**src/rtl/cruise_speed_sequencer_if.sv**
```systemverilog
// Interface between cruise_speed_sequencer and its host. The resume_pulse
// signal exists only when CRUISE_RESUME_EN is defined.
interface cruise_speed_sequencer_if #(
   parameter int WIDTH = 3
);
   logic             cruise_on;
   logic             set_pulse;
   logic             accel_req;
   logic             brake_req;
   logic [WIDTH-1:0] speed_in;
`ifdef CRUISE_RESUME_EN
   logic             resume_pulse;
`endif
   logic             cnt_enable;
   logic             cnt_mode;
   logic [WIDTH-1:0] target;
   logic [1:0]       state;

   modport master (
      output cruise_on, set_pulse, accel_req, brake_req, speed_in,
`ifdef CRUISE_RESUME_EN
      output resume_pulse,
`endif
      input  cnt_enable, cnt_mode, target, state
   );

   modport slave (
      input  cruise_on, set_pulse, accel_req, brake_req, speed_in,
`ifdef CRUISE_RESUME_EN
      input  resume_pulse,
`endif
      output cnt_enable, cnt_mode, target, state
   );
endinterface

```
**src/rtl/cruise_speed_sequencer.sv**
```systemverilog
// Step sequencer for the cruise-control up/down speed counter: manual stepping,
// cruise hold toward a latched target. Define CRUISE_RESUME_EN for brake/resume.
module cruise_speed_sequencer #(
   parameter int WIDTH     = 3,
   parameter int STEP_DIV  = 4,
   parameter int MAX_SPEED = 7
) (
   input logic                    clk,
   input logic                    reset,
   cruise_speed_sequencer_if.slave bus
);
   typedef enum logic [1:0] {
      IDLE  = 2'd0,
      HOLD  = 2'd1,
      ACCEL = 2'd2,
      DECEL = 2'd3
   } state_t;

   localparam int               PW       = $clog2(STEP_DIV);
   localparam logic [PW-1:0]    PRE_LAST = PW'(STEP_DIV - 1);
   localparam logic [WIDTH-1:0] MAX_V    = WIDTH'(MAX_SPEED);

   function automatic logic [WIDTH-1:0] sat_inc(input logic [WIDTH-1:0] v);
      return (v >= MAX_V) ? MAX_V : v + WIDTH'(1);
   endfunction

   state_t           state_cur, state_nxt;
   logic [WIDTH-1:0] target_cur, target_nxt;
   logic [PW-1:0]    prescaler;
   logic             accel_prev;
   logic             cnt_enable_p1, cnt_mode_p1;
   logic             tick, accel_edge, step_up, step_down, fire;

   assign tick       = (prescaler == PRE_LAST);
   assign accel_edge = bus.accel_req && !accel_prev;
   assign fire       = (step_up && (bus.speed_in < MAX_V)) ||
                       (step_down && (bus.speed_in != '0));

   always_comb begin
      state_nxt  = state_cur;
      target_nxt = target_cur;
      step_up    = 1'b0;
      step_down  = 1'b0;
      if (!bus.cruise_on) begin
         state_nxt  = IDLE;
         target_nxt = '0;
         if (bus.brake_req)      step_down = 1'b1;
         else if (bus.accel_req) step_up   = 1'b1;
      end else if (state_cur == IDLE) begin
         if (bus.brake_req) begin
            step_down = 1'b1;
         end else if (bus.set_pulse) begin
            target_nxt = bus.speed_in;
            state_nxt  = HOLD;
         end
`ifdef CRUISE_RESUME_EN
         else if (bus.resume_pulse && (target_cur != '0)) begin
            state_nxt = HOLD;
         end
`endif
         else if (bus.accel_req) begin
            step_up = 1'b1;
         end
      end else if (bus.brake_req) begin
         state_nxt = IDLE;
`ifndef CRUISE_RESUME_EN
         target_nxt = '0;
`endif
      end else if (bus.set_pulse) begin
         target_nxt = bus.speed_in;
         state_nxt  = HOLD;
      end else begin
         // Direction is chosen against the current target; a bump takes effect next cycle.
         if (accel_edge) target_nxt = sat_inc(target_cur);
         if (bus.speed_in < target_cur)      state_nxt = ACCEL;
         else if (bus.speed_in > target_cur) state_nxt = DECEL;
         else                                state_nxt = HOLD;
         step_up   = (state_cur == ACCEL) && (bus.speed_in < target_cur);
         step_down = (state_cur == DECEL) && (bus.speed_in > target_cur);
      end
   end

   // Stage p1: registered step strobe and direction handed to the counter
   always_ff @(posedge clk) begin
      if (reset) begin
         state_cur     <= IDLE;
         target_cur    <= '0;
         prescaler     <= '0;
         accel_prev    <= 1'b0;
         cnt_enable_p1 <= 1'b0;
         cnt_mode_p1   <= 1'b0;
      end else begin
         state_cur     <= state_nxt;
         target_cur    <= target_nxt;
         prescaler     <= tick ? '0 : prescaler + PW'(1);
         accel_prev    <= bus.accel_req;
         cnt_enable_p1 <= tick && fire;
         if (tick && fire) cnt_mode_p1 <= step_up;
      end
   end

   assign bus.cnt_enable = cnt_enable_p1;
   assign bus.cnt_mode   = cnt_mode_p1;
   assign bus.target     = target_cur;
   assign bus.state      = state_cur;
endmodule

```
**src/flat_wrapper.sv**
```systemverilog
// flat-port wrapper written by rule: the top's interface ports become plain ports
module cruise_speed_sequencer_flat 
#(
   parameter int WIDTH     = 3,
   parameter int STEP_DIV  = 4,
   parameter int MAX_SPEED = 7
)
  (clk, reset, bus_cruise_on, bus_set_pulse, bus_accel_req, bus_brake_req, bus_speed_in, bus_cnt_enable, bus_cnt_mode, bus_target, bus_state);
  cruise_speed_sequencer_if #(.WIDTH(WIDTH)) bus_i ();
  input logic clk;
  input logic reset;
  input wire logic [$bits(bus_i.cruise_on)-1:0] bus_cruise_on;
  input wire logic [$bits(bus_i.set_pulse)-1:0] bus_set_pulse;
  input wire logic [$bits(bus_i.accel_req)-1:0] bus_accel_req;
  input wire logic [$bits(bus_i.brake_req)-1:0] bus_brake_req;
  input wire logic [$bits(bus_i.speed_in)-1:0] bus_speed_in;
  output wire logic [$bits(bus_i.cnt_enable)-1:0] bus_cnt_enable;
  output wire logic [$bits(bus_i.cnt_mode)-1:0] bus_cnt_mode;
  output wire logic [$bits(bus_i.target)-1:0] bus_target;
  output wire logic [$bits(bus_i.state)-1:0] bus_state;
  assign bus_i.cruise_on = bus_cruise_on;
  assign bus_i.set_pulse = bus_set_pulse;
  assign bus_i.accel_req = bus_accel_req;
  assign bus_i.brake_req = bus_brake_req;
  assign bus_i.speed_in = bus_speed_in;
  assign bus_cnt_enable = bus_i.cnt_enable;
  assign bus_cnt_mode = bus_i.cnt_mode;
  assign bus_target = bus_i.target;
  assign bus_state = bus_i.state;
  cruise_speed_sequencer #(.WIDTH(WIDTH), .STEP_DIV(STEP_DIV), .MAX_SPEED(MAX_SPEED)) u_core (.clk(clk), .reset(reset), .bus(bus_i));
endmodule
```
**config.mk**
```make
export PLATFORM = sky130hd
export DESIGN_NAME = cruise_speed_sequencer_flat
export DESIGN_NICKNAME = d
export VERILOG_FILES = /design/src/rtl/cruise_speed_sequencer_if.sv /design/src/rtl/cruise_speed_sequencer.sv /design/src/flat_wrapper.sv
export SDC_FILE = /design/constraint.sdc
export NUM_CORES = 1
export LEC_CHECK = 0
export ABC_CLOCK_PERIOD_IN_PS = 2000
export BUFFER_PORTS_ARGS = -buffer_cell sky130_fd_sc_hd__buf_2
export CORE_AREA = 2 2 39 41
export CTS_BUF_LIST = sky130_fd_sc_hd__clkbuf_16
export DETAILED_ROUTE_END_ITERATION = 6
export DIE_AREA = 0 0 41 43
export GPL_TIMING_DRIVEN = 0
export PLACE_DENSITY_LB_ADDON = 0.12
export SLEW_MARGIN = 20
export SYNTH_ARGS = -nofsm -noshare
export SYNTH_HDL_FRONTEND = slang
export SYNTH_SLANG_ARGS = --single-unit
```
**constraint.sdc**
```tcl
create_clock -name clk -period 2 [get_ports clk]
set_input_delay 0.4 -clock clk [delete_from_list [all_inputs] [get_ports clk]]
set_output_delay 0.4 -clock clk [all_outputs]
set_load 0.05 [all_outputs]
```
## Word level (Yosys, flattened, before mapping)

Index checks and enable logic that the tools add are counted.

| word-level totals | value |
|---|---|
| input bits | 9 |
| logic and storage cells | 60 |
| output and inout port bits | 7 |
| register bits after elaboration | 10 |

| operators by class | value |
|---|---|
| reduce and logical (&&, ||, !) cells | 15 |
| add/sub/neg operators | 2 |
| equal/unequal tests | 5 |
| bitwise operators | 1 |
| multiplexer cells | 27 |
| $lt $le $gt $ge | 4 |

Operator list:

| operator | number |
|---|---|
| 3-bit 2-to-1 mux | 7 |
| 2-bit 2-to-1 mux | 7 |
| 1-bit 2-to-1 mux | 13 |
| 2-bit == test, second input constant | 3 |
| 1-bit logical AND | 6 |
| 3-bit nonzero test | 2 |
| 2-bit inequality test, second input constant | 2 |
| 2-bit OR reduction | 2 |
| 3-bit by 1-bit adder with 3-bit output, second input constant | 1 |
| 3-bit greater-or-equal comparator, second input constant | 1 |
| 3-bit greater-than comparator | 1 |
| 3-bit less-than comparator | 1 |
| 3-bit less-than comparator, second input constant | 1 |
| 3-bit AND reduction | 1 |
| 2-bit by 1-bit adder with 2-bit output, second input constant | 1 |
| 2-bit zero test | 1 |
| 2-bit AND reduction | 1 |
| 1-bit zero test | 1 |
| 1-bit logical OR | 1 |
| 1-bit NOT | 1 |

## Depth between registers and ports, before layout

Gate-level depths: netlist of the first run.

| depth | value |
|---|---|
| word-level depth | 9 |
| mapped depth | 7 |

## Worst setup path after synthesis of the first run

Ideal clock, no wire load.

| timing | value |
|---|---|
| kind | reg-to-reg |
| start point | register u_core.target_cur[2], in the netlist u_core.bus.target[2] |
| end point | register u_core.cnt_enable_p1, in the netlist u_core.bus.cnt_enable |
| path buffers | 0 |
| cell stages (with the launch flop) | 8 |
| path slack | 0.052 ns |
| arrival time | 1.882 ns |
| period minus slack after synthesis | 1.948 ns |
| cells stage by stage | dfxtp_1 > inv_1 > ha_1 > nand2_1 > o21ai_2 > a41oi_1 > or3_1 > a21oi_2 |

| on the way | value |
|---|---|
| longest elaborated chain between the ends | 9 |

RTL lines:

| element | line | text |
|---|---|---|
| start, declared | cruise_speed_sequencer.sv:28 | `logic [WIDTH-1:0] target_cur, target_nxt;` |
| start signal, assigned | cruise_speed_sequencer.sv:94 | `target_cur <= target_nxt;` |
| 3-bit less-than comparator or 3-bit greater-than comparator (tied branches) | cruise_speed_sequencer.sv:78, cruise_speed_sequencer.sv:79 |  |
| 1-bit logical AND (on tied branches) | cruise_speed_sequencer.sv:78, cruise_speed_sequencer.sv:79 |  |
| 1-bit 2-to-1 mux | cruise_speed_sequencer.sv:69 | `end else if (bus.set_pulse) begin` |
| 1-bit 2-to-1 mux | cruise_speed_sequencer.sv:64 | `end else if (bus.brake_req) begin` |
| 1-bit 2-to-1 mux | cruise_speed_sequencer.sv:49 | `end else if (state_cur == IDLE) begin` |
| 1-bit 2-to-1 mux | cruise_speed_sequencer.sv:44 | `if (!bus.cruise_on) begin` |
| 1-bit logical AND (on tied branches) | cruise_speed_sequencer.sv:36, cruise_speed_sequencer.sv:37 |  |
| 1-bit logical OR (*) | cruise_speed_sequencer.sv:36 | `assign fire = (step_up && (bus.speed_in < MAX_V)) \|\|` |
| 1-bit logical AND (*) | cruise_speed_sequencer.sv:97 | `cnt_enable_p1 <= tick && fire;` |
| end signal, assigned | cruise_speed_sequencer.sv:97 |  |
| end, declared | cruise_speed_sequencer.sv:31 | `logic cnt_enable_p1, cnt_mode_p1;` |

Mark *: on every way between the ends. The rest lies on a longest branch, timed or not.
A chain may end at the register's enable or synchronous reset.

## Final worst setup path of the first run

Same ends and word-level chain as after synthesis.

==> results.md, run 1 <==
* Post-synth top area share at 0.331
* Status: completed
* Die Wd at 41 um
* Crit path setup slack, layout at 0.254 ns
* CTS tree: done
* Crit path largest cell delay at 0.40 ns
* Ant. Diodes at 0
* Hold Path Stages at 2
* Number of buffers added on ports at 15
* Clock H-tree levels at 1
* Register area share after synthesis at 0.331
* Synth unique cells at 24
* Share of layout cells above drive strength 1 at 0.253
* Mapped Nets at 87
* Worst-path maximum fanout at 5
* Internal power consumption at 505 uW
* Post-synth EDFFs at 0
* HP Class: in -> reg
* WHS Endpoint: u_core.bus.cnt_enable$_SDFF_PP0_
* RSZ-0062 raised after global routing: no
* Syn_area_per_cell at 8.39 sq um
* Setup CP Type: reg -> reg
* Clock sink total at 10
* Routed Antenna Nets at 0
* Synth Warn # at 0
* Fin crit period at 1.75 ns
* NetSw at 151 uW
* Worst endpoint data arrival time at 1.92 ns
* Min-delay src: reset
* Number of global-route vias before repair at 540
* Post-synth top cells: 10 x dfxtp_1, 10 x o21ai_0, 7 x nand2_1
* Drt wl/cell at 12.1 um
* Drt total wl at 1300 um
* Post-DR vias/cell at 5.38
* Root Buffer: clkbuf_16
* Slowest stage cell on the critical path: dfxtp_1
* Remaining DRCs at 0
* Main flop type after synthesis: dfxtp_1
* Pwr dens at 842 nW/um^2
* Largest net degree at the start of global routing at 9
* Reg2reg path depth at 7
* IO Pins at 16
* Peak VDD IR at 476 uV
* Worst R2R Start: u_core.bus.target[2]$_SDFFE_PP0P_
* Clk Latency, worst-skew pair at 0.23 ns
* Sw Ratio at 0.230
* Leak at 0.338 nW
* Initial DRC Count at 4
* Total CTS buffers at 3
* CORE AREA at 1380 sq um
* Hold_buf cts at 0
* Final setup TNS at 0 ns
* Combinational fraction of design power at 0.134
* Fmax at 0.573 GHz
* Seq pwr share at 0.331
* Final setup viols at 0
* Worst Tran Pin Value at 0.598 ns
* Async S/R FF share, synth at 0
* Die area at 1760 sq um
* Site Rows at 14
* Area Growth Syn to Fin at 28.8%
* Area leader, netlist: dfxtp_1
* Yosys reg bits at 10
* Worst slew margin at 0.597
* HPWL Detailed at 1030 um
* Clk pin slew, worst setup/hold paths at 0.04 ns
* Final hold violations at 0
* Dpl ws at 0.191 ns
* Placer Congestion at 0.804
* Period Utilization, post-route at 0.873
* Clk pwr share at 0.535
* Initial antenna violation count at 0
* Final net count at 107
* Clock Path Buffers at 2
* Post-Syn Instances at 72
* Detailed Routing Iterations Pass 1 at 4
* Worst r2r dst: u_core.bus.cnt_enable$_SDFF_PP0_
* Post-CTS setup repair buffer count at 0
* Total number of vias at 576
* Final Max Slew Viols at 0
* Worst setup SP type: flop
* Clock Skews at 0.00332 ns
* Initial core utilization at 0.437
* Worst setup EP type: flop
* Global-route wire length before repair at 2170 um
* Synthesized cell area at 604 sq um
* Crit-path cells: inv_1 > ha_1 > nand2_1 > o21ai_2 > a41oi_1 > or3_1 > a21oi_2
* FILL cells at 142
* Req. time, crit path at 2.17 ns
* Total GRT Usage at 0.178
* Area contributors post-synth: dfxtp_1 33%, ha_1 12%, o21ai_0 8.3%
* R2R setup slack at 0.25 ns
* Max Cap Viol at 0
* Total grt overflow at 0
* CTS resizes at 0
* Die height at 43 um
==> sequential cells by signal, indices dropped and copies added, names as in the netlist <==
register               flops
u_core.bus.target          3
u_core.bus.state           2
u_core.prescaler           2
u_core.accel_prev          1
u_core.bus.cnt_enable      1
u_core.bus.cnt_mode        1
==> power by group through the flow <==
stage	logic, mW	clock network (mW)	registers (mW)
after floorplan	0.0452	0	0.232
after global placement	0.0864	0	0.220
after detailed placement	0.0878	0	0.221
after CTS	0.0883	0.356	0.217
after global routing	0.0972	0.371	0.219
final	0.0877	0.351	0.217
==> layout make-up <==
class	instances	area, sq um	area share
clock inverter	1	3.75	0.00482
multi-input combinational	54	367	0.471
tap	16	20.0	0.0257
timing repair buffer	15	75.1	0.0965
clock buffer	3	75.1	0.0965
inverter	6	22.5	0.0289
buffer	2	15.0	0.0193
sequential	10	200	0.257
==> cells by family after synthesis <==
group,Yosys count,synth area share
and+or+nand+nor,24,0.224
adders and majority gates,6,0.124
buffers and inverters,8,0.0621
DFF,10,0.331
AOI/OAI and AO/OA,24,0.259
==> worst max-delay path by stage <==
stage	slack, ns	depth (start not counted)	endpoint	startpoint
6_report	0.25	7	u_core.bus.cnt_enable$_SDFF_PP0_	u_core.bus.target[2]$_SDFFE_PP0P_
5_1_grt	0.13	7	u_core.bus.cnt_enable$_SDFF_PP0_	u_core.bus.target[2]$_SDFFE_PP0P_
4_1_cts	0.25	7	u_core.bus.cnt_enable$_SDFF_PP0_	u_core.bus.target[2]$_SDFFE_PP0P_
3_5_place_dp	0.19	7	u_core.bus.cnt_enable$_SDFF_PP0_	bus_speed_in[2]
3_3_place_gp	0.22	7	u_core.bus.cnt_enable$_SDFF_PP0_	bus_speed_in[2]
2_1_floorplan	0.05	7	u_core.bus.cnt_enable$_SDFF_PP0_	u_core.bus.target[2]$_SDFFE_PP0P_
==> layer usage <==
metal | global-route usage | wire, um
met1 | 0.218 | 602
met2 | 0.288 | 629
met3 | 0.0471 | 49
met4 | 0.0600 | 17
met5 | 0 | 0
==> layout by cell type, fill, tap and decap left out, drive strengths merged <==
| cell | n |
|---|---|
| buf | 16 |
| o21ai | 12 |
| dfxtp | 10 |
| nand2 | 7 |
| inv | 6 |
| ha | 6 |
| a21oi | 5 |
| nand3 | 4 |
| clkbuf | 4 |
| nor2b | 3 |
| o2111ai | 3 |
| nor3b | 3 |
| nor3 | 2 |
| o31ai | 2 |
| or2 | 1 |
| a311o | 1 |
| and3 | 1 |
| nand4 | 1 |
| nand3b | 1 |
| a41oi | 1 |
| or3 | 1 |
| clkinv | 1 |
==> critical path, delay by kind of cell, from the launching register on <==
family,cells,cell delay [ns]
adder cells (fa/ha/maj),1,0.33
AND/OR/NAND/NOR,2,0.43
AO/OA/AOI/OAI,3,0.47
flip-flops,1,0.40
buffers and inverters,1,0.07
==> stage by stage <==
| stage | instances | area [sq um] | hold WS, ns | util | total power, mW |
|---|---|---|---|---|---|
| after detailed placement | 103 | 699 | 0.426 | 0.505 | 0.308 |
| after global routing | 107 | 778 | 0.408 | 0.562 | 0.687 |
| final | 107 | 778 | 0.401 | 0.562 | 0.655 |
| after floorplan | 72 | 604 | 0.405 | - | 0.278 |
| after global placement | 103 | 699 | 0.423 | 0.505 | 0.307 |
| after CTS | 107 | 778 | 0.401 | 0.562 | 0.661 |
No activity file was read; power rests on OpenSTA's default activity.
==> run 2, diff against run 1 <==
ABC_CLOCK_PERIOD_IN_PS = 1820   (was 2000)
clock period = 1.82 ns   (was 2 ns; I/O delays follow)
==> results.md, run 2 (synthesized netlist as in run 1, its figures left out) <==
* Routed Antenna Nets at 0 (unchanged)
* Leak at 0.339 nW (+0.27%)
* Fin crit period at 1.66 ns (-0.0861 ns)
* Req. time, crit path at 1.99 ns (-0.18 ns)
* Site Rows at 14 (unchanged)
* Hold Path Stages at 2 (unchanged)
* Hold_ws at 0.364 ns (-0.0370 ns)
* Initial DRC Count at 11 (+7)
* Peak VDD IR at 421 uV (-11%)
* IO Pins at 16 (unchanged)
* HPWL Detailed at 1030 um (+0.11%)
* Initial core utilization at 0.437 (unchanged)
* Remaining DRCs at 0 (unchanged)
* Drt wl/cell at 11.9 um (-1.7%)
* Worst-path maximum fanout at 5 (unchanged)
* Total CTS buffers at 3 (unchanged)
* Most common cell after layout, fill and taps aside: buf_2
* Root Buffer: clkbuf_16
* Number of global-route vias before repair at 495 (-8.3%)
* Die height at 43 um (unchanged)
* CP Launch Point: u_core.bus.target[2]$_SDFFE_PP0P_
* Worst endpoint data arrival time at 1.83 ns (-0.09 ns)
* Clock H-tree levels at 1 (unchanged)
* Max reg flops at 3 (unchanged)
* Worst Tran Pin Value at 0.593 ns (-0.00529 ns)
* Setup CP Type: reg -> reg
* Post-DR vias/cell at 5.35 (-0.69%)
* Final Max Slew Viols at 0 (unchanged)
* Detailed Routing Iterations Pass 1 at 3 (-1)
* Total grt overflow at 0 (unchanged)
* Drt total wl at 1280 um (-1.7%)
* Clk pin slew, worst setup/hold paths at 0.04 ns (about the same)
* Ant. Diodes at 0 (unchanged)
* Global-route wire length before repair at 2110 um (-2.5%)
* Clock Path Buffers at 2 (unchanged)
* CTS tree: done
* HP Class: in -> reg
* Hold_buf cts at 0 (unchanged)
* Worst R2R Start: u_core.bus.target[2]$_SDFFE_PP0P_
* Crit path setup slack, layout at 0.160 ns (-0.0939 ns)
* Die area at 1760 sq um (unchanged)
* Total GRT Usage at 0.176 (-0.00202)
* Final hold violations at 0 (unchanged)
* Max Cap Viol at 0 (unchanged)
* Number of buffers added on ports at 15 (unchanged)
* Worst setup SP type: flop
* Worst setup EP type: flop
* CORE AREA at 1380 sq um (unchanged)
* Clock Skews at 0.00259 ns (-0.000733 ns)
* Fmax at 0.602 GHz (+5.2%)
* Area Growth Syn to Fin at 29.2%
* Final setup viols at 0 (unchanged)
* Post-CTS setup repair buffer count at 0 (unchanged)
* RSZ-0062 raised after global routing: no
* Placer Congestion at 0.769 (-4.4%)
* Leading cell types in the layout, fill and taps excluded: 15 x buf_2, 10 x o21ai_0, 8 x dfxtp_1, 7 x nand2_1
* Clock sink total at 10 (unchanged)
* Status: completed
* Worst slew margin at 0.601 (+0.00356)
* Die Wd at 41 um (unchanged)
* Total number of vias at 572 (-0.69%)
* Final net count at 107 (unchanged)
* Min-delay src: reset
* Period Utilization, post-route at 0.912 (+0.0390)
* Initial antenna violation count at 0 (unchanged)
* Final setup TNS at 0 ns (unchanged)
* CTS resizes at 0 (unchanged)
* Largest net degree at the start of global routing at 9 (unchanged)
* Reg2reg path depth at 7 (unchanged)
* Dpl ws at 0.0632 ns (-0.128 ns)
* Pwr dens at 924 nW/um^2 (+9.8%)
* Share of layout cells above drive strength 1 at 0.275 (+0.0220)
* Clk Latency, worst-skew pair at 0.23 ns (about the same)
-- run 2: changes by cell type in the layout (fill, tap and decap cells not counted) --
cell     before  now
dfxtp_1      10    8
dfxtp_2       0    2
-- run 2: layout make-up --
type	instances	area [sq um]
fillers	136	603
multi-input cells	54	367
flip-flops and latches	10	203
clock buffers	3	75.1
repair buffers	15	75.1
inverters	6	22.5
well taps	16	20.0
plain buffers	2	15.0
clock inverters	1	3.75
-- run 2: stage by stage --
step           instance area [sq um]  utilization  power [mW]  std cells
3_3_place_gp                     702        0.507       0.338        103
4_1_cts                          781        0.564       0.728        107
3_5_place_dp                     702        0.507       0.339        103
6_report                         781        0.564       0.721        107
2_1_floorplan                    607            -       0.306         72
5_1_grt                          781        0.564       0.760        107
-- run 2: per-layer routing --
metal | vias to the layer above | part of all wire | track usage
li1 | 305 | - | -
met4 | 0 | 0 | 0.0400
met2 | 11 | 0.49 | 0.284
met5 | - | 0 | 0
met3 | 0 | 0.043 | 0.0471
met1 | 256 | 0.47 | 0.225
-- run 2: critical path, stage by stage, from the launching register on --
cell and delay, ns:
dfxtp_2 0.36, inv_1 0.05, ha_1 0.32, nand2_1 0.08
o21ai_2 0.17, a41oi_1 0.16, or3_1 0.34, a21oi_2 0.11
-- run 2: where the power goes --
group          internal [mW]  leakage [nW]  switching (mW)
Sequential             0.232        0.0827         0.00692
Combinational         0.0353         0.218          0.0603
Clock                  0.288        0.0385          0.0994
-- run 2: final timing paths --
kind,slack (ns),end
max,0.16,u_core.bus.cnt_enable$_SDFF_PP0_
min,0.36,u_core.bus.cnt_enable$_SDFF_PP0_
max reg2reg,0.16,u_core.bus.cnt_enable$_SDFF_PP0_
min reg2reg,0.43,u_core.prescaler[0]$_SDFF_PP0_
==> run 3, diff against run 2 <==
CORE_AREA = not set   (was 2 2 39 41)
CORE_MARGIN = 2   (was not set)
CORE_UTILIZATION = 30   (was not set)
DIE_AREA = not set   (was 0 0 41 43)
REMOVE_ABC_BUFFERS = 1   (was not set)
==> results.md, run 3 (synthesized netlist as in run 1, its figures left out) <==
* Status: completed
* Worst path depth at 7 (unchanged)
* Hold_ws at 0.362 ns (-0.00187 ns)
* Drt total wl at 1350 um (+5.6%)
* HPWL Detailed at 1060 um (+3.1%)
* Hold Path Stages at 2 (unchanged)
* Clock sink total at 10 (unchanged)
* Initial core utilization at 0.314 (-0.122)
* Total grt overflow at 0 (unchanged)
* Number of global-route vias before repair at 462 (-6.7%)
* Leading cell types in the layout, fill and taps excluded: 15 x buf_2, 10 x o21ai_0, 8 x dfxtp_1, 7 x nand2_1
* Setup CP Type: reg -> reg
* Die height at 48.9 um (+14%)
* Uppermost layer routed: met4
* Worst setup EP type: flop
* Clk Latency, worst-skew pair at 0.24 ns (about the same)
* Period Utilization, post-route at 0.934 (+0.0220)
* Area Growth Syn to Fin at 29.0%
* Drt wl/cell at 11.6 um (-2.6%)
* Reg2reg path depth at 7 (unchanged)
* Seq pwr share at 0.331 (about the same)
* Share of layout cells above drive strength 1 at 0.270 (-0.00506)
* Area after DPL at 698 sq um (-0.53%)
* Util after Layout at 0.406 (-0.159)
* Worst Tran Pin Value at 0.570 ns (-0.0225 ns)
* Design Area, Final at 779 sq um (-0.16%)
* Clock Skews at 0.00276 ns (+0.000176 ns)
* Root Buffer: clkbuf_16
* Req. time, crit path at 1.99 ns (about the same)
* Routed Antenna Nets at 0 (unchanged)
* Leak at 0.332 nW (-2.2%)
* M1 WL at 703 um (+18%)
* Initial DRC Count at 8 (-3)
* Total number of vias at 581 (+1.6%)
* Pwr dens at 926 nW/um^2 (+0.21%)
* Worst slew margin at 0.616 (+0.0152)
* Sw Ratio at 0.234 (+0.00258)
* Fin crit period at 1.70 ns (+0.0401 ns)
* NetSw at 169 uW (+1.2%)
* Worst endpoint data arrival time at 1.87 ns (+0.04 ns)
* Combinational fraction of design power at 0.132 (about the same)
* Total GRT Usage at 0.120 (-0.0564)
* Placer Congestion at 0.804 (+4.6%)
* Final setup TNS at 0 ns (unchanged)
* Die Wd at 48.9 um (+19%)
* WL met2 at 543 um (-13%)
* Clock Path Buffers at 2 (unchanged)
* Final setup viols at 0 (unchanged)
* Clk pin slew, worst setup/hold paths at 0.04 ns (about the same)
* Final hold violations at 0 (unchanged)
* Initial antenna violation count at 0 (unchanged)
* CP Buf/Inv Count at 1 (unchanged)
* Site Rows at 16 (+2)
* Remaining DRCs at 0 (unchanged)
* Detailed Routing Iterations Pass 1 at 4 (+1)
* Global-route wire length before repair at 2170 um (+2.6%)
* Internal power consumption at 553 uW (-0.28%)
* Clock H-tree levels at 1 (unchanged)
* Post-DR vias/cell at 5.01 (-6.3%)
* Total CTS buffers at 3 (unchanged)
* Worst path top cell family by delay: compound AO/OA/AOI/OAI gates
* IO Pins at 16 (unchanged)
* CTS tree: done
* FILL cells at 218 (+60%)
* Met3 WL at 75 um (+36%)
* Max Cap Viol at 0 (unchanged)
* Worst setup SP type: flop
* Max reg flops at 3 (unchanged)
* Post-CTS setup repair buffer count at 0 (unchanged)
* Die area at 2390 sq um (+36%)
* Peak VDD IR at 499 uV (+19%)
* Ant. Diodes at 0 (unchanged)
* Placed cells at 112 (+8.7%)
* Clk pwr share at 0.537 (about the same)
* Fmax at 0.588 GHz (-2.4%)
* Largest net degree at the start of global routing at 9 (unchanged)
* Crit-path cells: inv_1 > ha_1 > nand2_1 > o21ai_2 > a41oi_1 > or3_1 > a21oi_2
* HP Class: in -> reg
* Final net count at 105 (-1.9%)
* RSZ-0062 raised after global routing: no
* Slowest stage cell on the critical path: dfxtp_2
* Number of buffers added on ports at 15 (unchanged)
* Final Non-Filler Cells at 116 (+8.4%)
* CORE AREA at 1920 sq um (+39%)
* Crit path largest cell delay at 0.35 ns (about the same)
* Most common cell after layout, fill and taps aside: buf_2
* Final Max Slew Viols at 0 (unchanged)
* Worst-path maximum fanout at 5 (unchanged)
[run 3: changes by cell type in the layout (fill, tap and decap cells not counted)]
cell	before	now
buf_6	1	0
clkbuf_1	1	0
[run 3: cell type report]
cell class | count | area (sq um) | area share
Clock inverter | 1 | 3.75 | 0.00482
Timing Repair Buffer | 15 | 75.1 | 0.0963
Tap cell | 27 | 33.8 | 0.0433
Multi-Input combinational cell | 54 | 367 | 0.470
Sequential cell | 10 | 203 | 0.260
Inverter | 6 | 22.5 | 0.0289
Clock buffer | 3 | 75.1 | 0.0963
[run 3: what timing repair did]
| action | in CTS | in global routing |
|---|---|---|
| hold buffers | 0 | 0 |
| gates resized for setup | 0 | 2 |
| setup endpoints to repair | 0 | 1 |
[run 3: worst reg2reg max path, cell delays in order (launching register included)]
cell and delay, ns:
dfxtp_2 0.35, inv_1 0.05, ha_1 0.33, nand2_1 0.08, o21ai_2 0.20, a41oi_1 0.18
or3_1 0.35, a21oi_2 0.11
[run 3: path summary, 6_finish.rpt]
path | endpoint | startpoint | slack, ns
min reg2reg | u_core.prescaler[0]$_SDFF_PP0_ | u_core.prescaler[0]$_SDFF_PP0_ | 0.43
max reg2reg | u_core.bus.cnt_enable$_SDFF_PP0_ | u_core.bus.target[2]$_SDFFE_PP0P_ | 0.12
max | u_core.bus.cnt_enable$_SDFF_PP0_ | u_core.bus.target[2]$_SDFFE_PP0P_ | 0.12
min | u_core.bus.cnt_enable$_SDFF_PP0_ | reset | 0.36
[run 3: routing by layer]
layer	vias to the layer above	track usage
li1	299	-
met1	267	0.163
met2	11	0.160
met3	4	0.0521
met4	0	0.0571
met5	-	0
[run 3: through the flow]
stage	power, mW	setup WS [ns]
CTS	0.735	0.0602
finish	0.722	0.120
detailed placement	0.338	0.0256
global route	0.758	0.0114
floorplan	0.303	-0.128
global placement	0.336	0.0503
[run 3: power by group through the flow]
stage	combinational, mW	clock, mW	sequential (mW)
2_1_floorplan	0.0475	0	0.255
3_3_place_gp	0.0938	0	0.242
3_5_place_dp	0.0953	0	0.242
4_1_cts	0.0956	0.401	0.239
5_1_grt	0.107	0.411	0.240
6_report	0.0953	0.388	0.239
